[src/rtl/uart_rx_ext.sv]
`timescale 1ns/1ps
// -----------------------------------------------------------------------------
// uart_rx_ext
//
// Parametrised UART receiver. Runtime data length (5..MAX_DATA_BITS), internal
// sample-tick divider, 2-flop input synchroniser, false-start rejection,
// 3-sample majority voting, optional parity, one or two checked stop bits and
// a valid/ready output handshake with overrun detection.
//
// Optional feature macro: UART_RX_BREAK_EN
//   Defined   : adds break_det and a BREAK_WAIT state; an all-zero frame with a
//               low stop bit (and a zero parity bit when enabled) is reported
//               as a one-clock break_det pulse instead of data.
//   Undefined : such a frame is delivered as data=0 with frame_err=1.
//
// Ports
//   clk            clock
//   rst            asynchronous reset, active low
//   ena            enable; tick divider, sample counter and FSM hold when low
//   baud_rate_div  one sample tick every baud_rate_div+1 clocks
//   data_len       data bits per frame, clamped to 5..MAX_DATA_BITS
//   parity_ena     parity bit present
//   parity_type    0 = even, 1 = odd
//   stop_size      0 = one stop bit, 1 = two stop bits
//   rx             asynchronous serial input
//   data           received word, LSB aligned, unused upper bits 0
//   valid          data and error flags are valid
//   ready          consumer accepts the word while valid=1
//   parity_err     parity mismatch for the presented word
//   frame_err      a stop bit was sampled low for the presented word
//   overrun        a frame was dropped because the previous word was unread
//   break_det      (UART_RX_BREAK_EN only) one-clock pulse on a break
//   busy           receiver FSM is not idle
// -----------------------------------------------------------------------------
module uart_rx_ext #(
  parameter int MAX_DATA_BITS = 9,
  parameter int OVERSAMPLE    = 16,
  parameter int BAUD_DIV_BITS = 16
) (
  input  logic                     clk,
  input  logic                     rst,
  input  logic                     ena,
  input  logic [BAUD_DIV_BITS-1:0] baud_rate_div,
  input  logic [3:0]               data_len,
  input  logic                     parity_ena,
  input  logic                     parity_type,
  input  logic                     stop_size,
  input  logic                     rx,
  output logic [MAX_DATA_BITS-1:0] data,
  output logic                     valid,
  input  logic                     ready,
  output logic                     parity_err,
  output logic                     frame_err,
  output logic                     overrun,
`ifdef UART_RX_BREAK_EN
  output logic                     break_det,
`endif
  output logic                     busy
);

  localparam int SC_W = $clog2(OVERSAMPLE);
  localparam int MID  = OVERSAMPLE / 2;

  localparam logic [SC_W-1:0] SC_MID_M1 = SC_W'(MID - 1);
  localparam logic [SC_W-1:0] SC_MID    = SC_W'(MID);
  localparam logic [SC_W-1:0] SC_MID_P1 = SC_W'(MID + 1);
  localparam logic [SC_W-1:0] SC_LAST   = SC_W'(OVERSAMPLE - 1);

  typedef enum logic [2:0] {
    S_IDLE,
    S_START,
    S_DATA,
    S_PARITY,
    S_STOP1,
    S_STOP2
`ifdef UART_RX_BREAK_EN
    , S_BREAK_WAIT
`endif
  } state_t;

  state_t r_state;
  state_t w_state_next;

  // Input synchroniser
  logic r_rx_meta;
  logic r_rxs;

  // Tick divider and sample counter
  logic [BAUD_DIV_BITS-1:0] r_tick_cnt;
  logic                     w_tick_hit;
  logic                     w_tick;
  logic [SC_W-1:0]          r_sc;
  logic [1:0]               r_maj;
  logic                     w_maj;

  // Per-frame configuration, latched at the start edge
  logic [3:0] w_len_clamped;
  logic [3:0] r_len;
  logic       r_par_ena;
  logic       r_par_type;
  logic       r_two_stop;

  // Frame assembly
  logic [3:0]               r_bit_cnt;
  logic [MAX_DATA_BITS-1:0] r_shift;
  logic                     r_par_acc;
  logic                     r_perr;
  logic                     r_ferr;
  logic                     w_ferr_final;
`ifdef UART_RX_BREAK_EN
  logic                     r_par_bit;
  logic                     w_is_break;
  logic                     r_break_det;
`endif

  // FSM strobes
  logic w_frame_start;
  logic w_data_smp;
  logic w_par_smp;
  logic w_stop_smp;
  logic w_done;
  logic w_break;

  // Output registers
  logic [MAX_DATA_BITS-1:0] r_data;
  logic                     r_valid;
  logic                     r_parity_err;
  logic                     r_frame_err;
  logic                     r_overrun;

  // ---------------------------------------------------------------------------
  // Synchroniser: idles high so reset never looks like a start edge.
  // ---------------------------------------------------------------------------
  always_ff @(posedge clk or negedge rst) begin
    // NOTE: sequential state uses non-blocking assignments so every flop
    // samples the pre-edge values of its neighbours.
    if (!rst) begin
      r_rx_meta <= 1'b1;
      r_rxs     <= 1'b1;
    end else begin
      r_rx_meta <= rx;
      r_rxs     <= r_rx_meta;
    end
  end

  // ---------------------------------------------------------------------------
  // Sample-tick divider. The >= compare keeps the counter from running the
  // full range if baud_rate_div is lowered below the current count.
  // ---------------------------------------------------------------------------
  assign w_tick_hit = (r_tick_cnt >= baud_rate_div);
  assign w_tick     = ena && w_tick_hit;

  always_ff @(posedge clk or negedge rst) begin
    if (!rst) begin
      r_tick_cnt <= '0;
    end else if (ena) begin
      r_tick_cnt <= w_tick_hit ? '0 : r_tick_cnt + BAUD_DIV_BITS'(1);
    end
  end

  // Majority of the samples at M-1, M (stored) and M+1 (live).
  assign w_maj = (r_maj[0] & r_maj[1]) | (r_maj[0] & r_rxs) | (r_maj[1] & r_rxs);

  always_comb begin
    w_len_clamped = data_len;
    if (data_len < 4'd5) begin
      w_len_clamped = 4'd5;
    end else if (data_len > 4'(MAX_DATA_BITS)) begin
      w_len_clamped = 4'(MAX_DATA_BITS);
    end
  end

  // Stop-bit result including the sample taken in the completing cycle.
  assign w_ferr_final = r_ferr | ~w_maj;

`ifdef UART_RX_BREAK_EN
  assign w_is_break = w_ferr_final && (r_shift == '0) && !r_par_bit;
`endif

  // ---------------------------------------------------------------------------
  // FSM: state register
  // ---------------------------------------------------------------------------
  always_ff @(posedge clk or negedge rst) begin
    if (!rst) begin
      r_state <= S_IDLE;
    end else begin
      r_state <= w_state_next;
    end
  end

  // ---------------------------------------------------------------------------
  // FSM: next state and strobes. Everything advances only on a sample tick.
  // ---------------------------------------------------------------------------
  always_comb begin
    // NOTE: every signal written here gets a default first, so no path can
    // leave one unassigned and infer a latch.
    w_state_next  = r_state;
    w_frame_start = 1'b0;
    w_data_smp    = 1'b0;
    w_par_smp     = 1'b0;
    w_stop_smp    = 1'b0;
    w_done        = 1'b0;
    w_break       = 1'b0;

    if (w_tick) begin
      case (r_state)
        S_IDLE: begin
          if (!r_rxs) begin
            w_state_next  = S_START;
            w_frame_start = 1'b1;
          end
        end
        S_START: begin
          // A start bit that reads high at its centre was a glitch.
          if ((r_sc == SC_MID_P1) && w_maj) begin
            w_state_next = S_IDLE;
          end else if (r_sc == SC_LAST) begin
            w_state_next = S_DATA;
          end
        end
        S_DATA: begin
          w_data_smp = (r_sc == SC_MID_P1);
          // r_bit_cnt reaches r_len after the final data sample.
          if ((r_sc == SC_LAST) && (r_bit_cnt == r_len)) begin
            w_state_next = r_par_ena ? S_PARITY : S_STOP1;
          end
        end
        S_PARITY: begin
          w_par_smp = (r_sc == SC_MID_P1);
          if (r_sc == SC_LAST) begin
            w_state_next = S_STOP1;
          end
        end
        S_STOP1: begin
          if (r_sc == SC_MID_P1) begin
            w_stop_smp = 1'b1;
            if (!r_two_stop) begin
              w_done       = 1'b1;
              w_state_next = S_IDLE;
            end
          end else if (r_sc == SC_LAST) begin
            w_state_next = S_STOP2;
          end
        end
        S_STOP2: begin
          if (r_sc == SC_MID_P1) begin
            w_stop_smp   = 1'b1;
            w_done       = 1'b1;
            w_state_next = S_IDLE;
          end
        end
`ifdef UART_RX_BREAK_EN
        S_BREAK_WAIT: begin
          if (r_rxs) begin
            w_state_next = S_IDLE;
          end
        end
`endif
        default: w_state_next = S_IDLE;
      endcase

`ifdef UART_RX_BREAK_EN
      if (w_done && w_is_break) begin
        w_break      = 1'b1;
        w_state_next = S_BREAK_WAIT;
      end
`endif
    end
  end

  // ---------------------------------------------------------------------------
  // Sample counter and frame assembly
  // ---------------------------------------------------------------------------
  always_ff @(posedge clk or negedge rst) begin
    if (!rst) begin
      r_sc       <= '0;
      r_maj      <= '0;
      r_bit_cnt  <= '0;
      r_shift    <= '0;
      r_par_acc  <= 1'b0;
      r_perr     <= 1'b0;
      r_ferr     <= 1'b0;
      r_len      <= 4'd5;
      r_par_ena  <= 1'b0;
      r_par_type <= 1'b0;
      r_two_stop <= 1'b0;
`ifdef UART_RX_BREAK_EN
      r_par_bit  <= 1'b0;
`endif
    end else if (w_tick) begin
      if (w_frame_start) begin
        r_sc       <= '0;
        r_bit_cnt  <= '0;
        r_shift    <= '0;
        r_par_acc  <= 1'b0;
        r_perr     <= 1'b0;
        r_ferr     <= 1'b0;
        r_len      <= w_len_clamped;
        r_par_ena  <= parity_ena;
        r_par_type <= parity_type;
        r_two_stop <= stop_size;
`ifdef UART_RX_BREAK_EN
        r_par_bit  <= 1'b0;
`endif
      end else begin
        // OVERSAMPLE is a power of two, so the increment wraps on its own.
        r_sc <= r_sc + SC_W'(1);
        if (r_sc == SC_MID_M1) begin
          r_maj[0] <= r_rxs;
        end
        if (r_sc == SC_MID) begin
          r_maj[1] <= r_rxs;
        end
        if (w_data_smp) begin
          // Bits land at their own index, keeping the word LSB aligned with
          // zeros above the configured length.
          r_shift[r_bit_cnt] <= w_maj;
          r_par_acc          <= r_par_acc ^ w_maj;
          r_bit_cnt          <= r_bit_cnt + 4'd1;
        end
        if (w_par_smp) begin
          r_perr <= (w_maj != (r_par_acc ^ r_par_type));
`ifdef UART_RX_BREAK_EN
          r_par_bit <= w_maj;
`endif
        end
        if (w_stop_smp) begin
          r_ferr <= w_ferr_final;
        end
      end
    end
  end

  // ---------------------------------------------------------------------------
  // Output word and handshake
  // ---------------------------------------------------------------------------
  always_ff @(posedge clk or negedge rst) begin
    if (!rst) begin
      r_data       <= '0;
      r_valid      <= 1'b0;
      r_parity_err <= 1'b0;
      r_frame_err  <= 1'b0;
      r_overrun    <= 1'b0;
    end else if (w_done && !w_break) begin
      if (!r_valid || ready) begin
        r_data       <= r_shift;
        r_parity_err <= r_perr;
        r_frame_err  <= w_ferr_final;
        r_valid      <= 1'b1;
      end else begin
        // Old word still unread: keep it and flag the loss.
        r_overrun <= 1'b1;
      end
    end else if (r_valid && ready) begin
      r_valid   <= 1'b0;
      r_overrun <= 1'b0;
    end
  end

`ifdef UART_RX_BREAK_EN
  always_ff @(posedge clk or negedge rst) begin
    if (!rst) begin
      r_break_det <= 1'b0;
    end else begin
      r_break_det <= w_break;
    end
  end

  assign break_det = r_break_det;
`endif

  assign data       = r_data;
  assign valid      = r_valid;
  assign parity_err = r_parity_err;
  assign frame_err  = r_frame_err;
  assign overrun    = r_overrun;
  assign busy       = (r_state != S_IDLE);

endmodule

[config.mk]
export PLATFORM = sky130hd
export DESIGN_NAME = uart_rx_ext
export DESIGN_NICKNAME = d
export VERILOG_FILES = /design/src/rtl/uart_rx_ext.sv
export SDC_FILE = /design/constraint.sdc
export NUM_CORES = 1
export LEC_CHECK = 0
export CORE_MARGIN = 1.5
export CORE_UTILIZATION = 40
export DETAILED_ROUTE_END_ITERATION = 8
export SLEW_MARGIN = 20
export SYNTH_ARGS = -nofsm -noshare
export SYNTH_HDL_FRONTEND = slang
export SYNTH_SLANG_ARGS = --single-unit
[constraint.sdc]
create_clock -name clk -period 2.9 [get_ports clk]
set_input_delay 0.58 -clock clk [delete_from_list [all_inputs] [get_ports clk]]
set_output_delay 0.58 -clock clk [all_outputs]
set_load 0.01 [all_outputs]
==> flow_summary.toml <==
[logic_synthesis]
yosys.area.top_type_share_pct = 40.3
synth_warnings = 0
synth_area_leader_cell = "dfrtp_1"
synth_cell_types = 53
syn_inst = 367
yosysMostFrequentCell = "dfrtp_1"
seq_area_frac_synth_pct = 43.2
avgSynthCellArea_sq_um = 9.98
syn_nets = 419
synth_ff_type = "dfrtp_1"
synth-edff-count = 0
async_flop_share_pct = 100
yosys-top-cells-area = "dfrtp_1 (40%), ha_1 (8.2%), mux2_4 (4.1%)"
synth-seq-cells = 63
yosys-top-cells-count = "dfrtp_1 (59), inv_1 (30), o21ai_0 (30)"
syn_area_sq_mm = 0.00366

[finish]
fillers = 796
fin_nets = 500
fin_util_pct = 54.3
area_growth_pct = 30.6
drive_above_1_share_pct = 24.1
instances_no_fill = 561
postLayoutCellArea_sq_mm = 0.00478
diodes = 0

[worst_setup_path]
required_ns = 3.12
worstPathArrival_ns = 3.04
crit_path_cell_trace = "clkdlybuf4s50_1 -> ha_1 -> nand2b_1 -> a2111oi_1 -> buf_4 -> nor4_2 -> o31ai_4 -> buf_12 -> buf_4 -> nor3_1 -> a211o_1"
slowest_stage = "a2111oi_1"
path_common_cell = "buf_4"
startpoint = "baud_rate_div[0]"
r2r-end = "r_len[3]$_DFFE_PN0P_"
endpoint_kind = "flop"
cp_max_fo = 12
r2r-start = "r_tick_cnt[13]$_DFFE_PN0P_"
rr_worst_depth = 10
worstSetupStartpointType = "input port"
cpPeakStageDelay_ns = 0.46
worstSetupPathType = "in -> reg"
regToRegSetupSlack_ns = 0.15

[drt]
drtPass1Iterations = 6
ant_nets = 0
drt-initial-drc-count = 112
drc = 0
wirelength_mm = 8.22
vias = 3014
vias_per_cell = 5.37
wl_per_cell_um = 14.6

[grt]
grt_pass1_vias = 2955
grt-ovfl-total = 0
grt_max_degree = 30
track_usage_pct = 18.1
grt_pass1_wl_mm = 14.1
antenna_found_initial = 0

[floorplanning]
start_util_pct = 41.6
io_pins = 42
die-area_sq_mm = 0.00974
die_w_um = 98.7
fp.coreArea_sq_mm = 0.00881
rows = 34
die_y_um = 98.7

[clock_tree]
cts.sinks = 63
worst_skew_pair.late_latency_ns = 0.35
ctsLongestPathBuffers = 2
cts_tree = "built"
clkSlewWorstSetupHoldPaths_ns = 0.07
htree_levels = 3
root_buffer = "clkbuf_8"
cts_buffers = 9

[placed_design]
hpwl_mm = 5.98
globalplace.congestion = 0.900
place_inst = 539
placed_area_sq_mm = 0.00443
io_buffers = 41

[power_and_ir_drop]
power_mw = 2.01
power.density_mw_per_mm2 = 421
peakVddDrop_uv = 281
leakagePower_nw = 2.29

[sta]
period_minus_slack_ns = 2.82
skew_ns = 0.0106
slew_viol_final = 0
worstMarginPinSlew_ns = 0.538
fmax_ghz = 0.355
hold_viol = 0
final.setup.tns_ns = 0
relSlewSlack_pct = 63.8
final.period_utilization_pct = 97.2
setup_viol = 0

[worst_hold_path]
min_path_type = "in -> async"

[run_status]
status = "finished clean"

[job]
cap_viol_max_count = 0
## cell type report
class	instances	area, sq um	area share [%]
Inverter	30	113	2.35
Clock buffer	11	141	2.96
Timing Repair Buffer	86	769	16.1
Tap cell	108	135	2.83
Sequential cell	63	1580	33.1
Multi-Input combinational cell	258	1990	41.5
Clock inverter	5	56.3	1.18
## sequential cells by signal, summed over array words and instances (netlist names), 2 cells and up
name and count:
r_maj 2, r_state 3, r_tick_cnt 16, r_bit_cnt 4, data 9, r_shift 9
r_len 4, r_sc 4
## stage by stage
stage | hold WS, ns | worst slack, ns
after floorplan | 0.284 | 0.123
after global placement | 0.345 | -0.757
after detailed placement | 0.348 | -0.833
after CTS | 0.151 | 0.00224
after global routing | 0.176 | -0.0695
final | 0.149 | 0.0819
## logic make-up (layout without fill, tap and decap cells)
family,count (synthesis),after routing,share of synthesized area (%)
buffers and inverters,46,132,5.09
DFF,63,63,43.2
adders and majority gates,25,25,8.47
AOI/OAI and AO/OA,96,96,18.3
and+or+nand+nor,102,102,14.3
xor gates and xnor gates,16,16,3.83
muxes,19,19,6.76
## worst max path at each step
stage	end	slack (ns)	cells after the start
6_report	r_state[2]$_DFFE_PN0P_	0.08	11
2_1_floorplan	data[0]$_DFFE_PN0P_	0.12	9
4_1_cts	r_state[2]$_DFFE_PN0P_	0.002	10
3_5_place_dp	r_state[2]$_DFFE_PN0P_	-0.83	10
3_3_place_gp	r_state[2]$_DFFE_PN0P_	-0.76	10
5_1_grt	r_state[2]$_DFFE_PN0P_	-0.07	11
## worst max-delay path: cells and delay by family
kind,cells,cell delay [ns]
AO/OA/AOI/OAI,3,0.97
buffers and inverters,4,0.94
adder cells (fa/ha/maj),1,0.28
AND/OR/NAND/NOR,3,0.27
## power breakdown
group,internal (mW),total [mW],switching (mW)
registers,0.920,0.977,0.0568
logic,0.137,0.263,0.126
clock network,0.421,0.772,0.351
total,1.48,2.01,0.534
## timing repair
item | CTS | global route
pin swaps | 13 | 3
gates resized for setup | 27 | 1
buffers inserted | 3 | 3
endpoints found under the setup margin | 43 | 33
hold endpoints to repair | 0 | 0
hold buffers | 0 | 0
## metal layers
layer / global-route usage [%] / vias up / share of wire (%)
met3: 3.83 / 7 / 3.4
li1: - / 1493 / -
met5: 0 / - / 0
met4: 6.26 / 0 / 1.3
met1: 25.0 / 1449 / 49
met2: 28.4 / 65 / 46
## cells in the final DEF (no fill, tap or decap), types with 3 or more instances in the layout
cell and instances:
buf_6 3, a21bo_2 6, xnor2_1 5, nand4_1 4
nand2b_1 3, o31ai_1 9, nor3_1 9, o41ai_1 6
nand2_1 15, buf_4 40, o211ai_1 3, nor2_1 26
dfstp_2 4, inv_2 5, inv_1 25, dlygate4sd2_1 8
ha_4 5, and3_1 6, nor4_1 3, a31oi_1 3
mux2_2 5, ha_1 19, clkdlybuf4s50_1 32, nand2_2 3
mux2_4 11, xor2_1 11, dfrtp_1 59, a21oi_1 18
nand3_1 21, clkbuf_8 10, o21ai_0 30, mux2i_1 3
a21o_1 4
No activity file was read; power rests on OpenSTA's default activity.
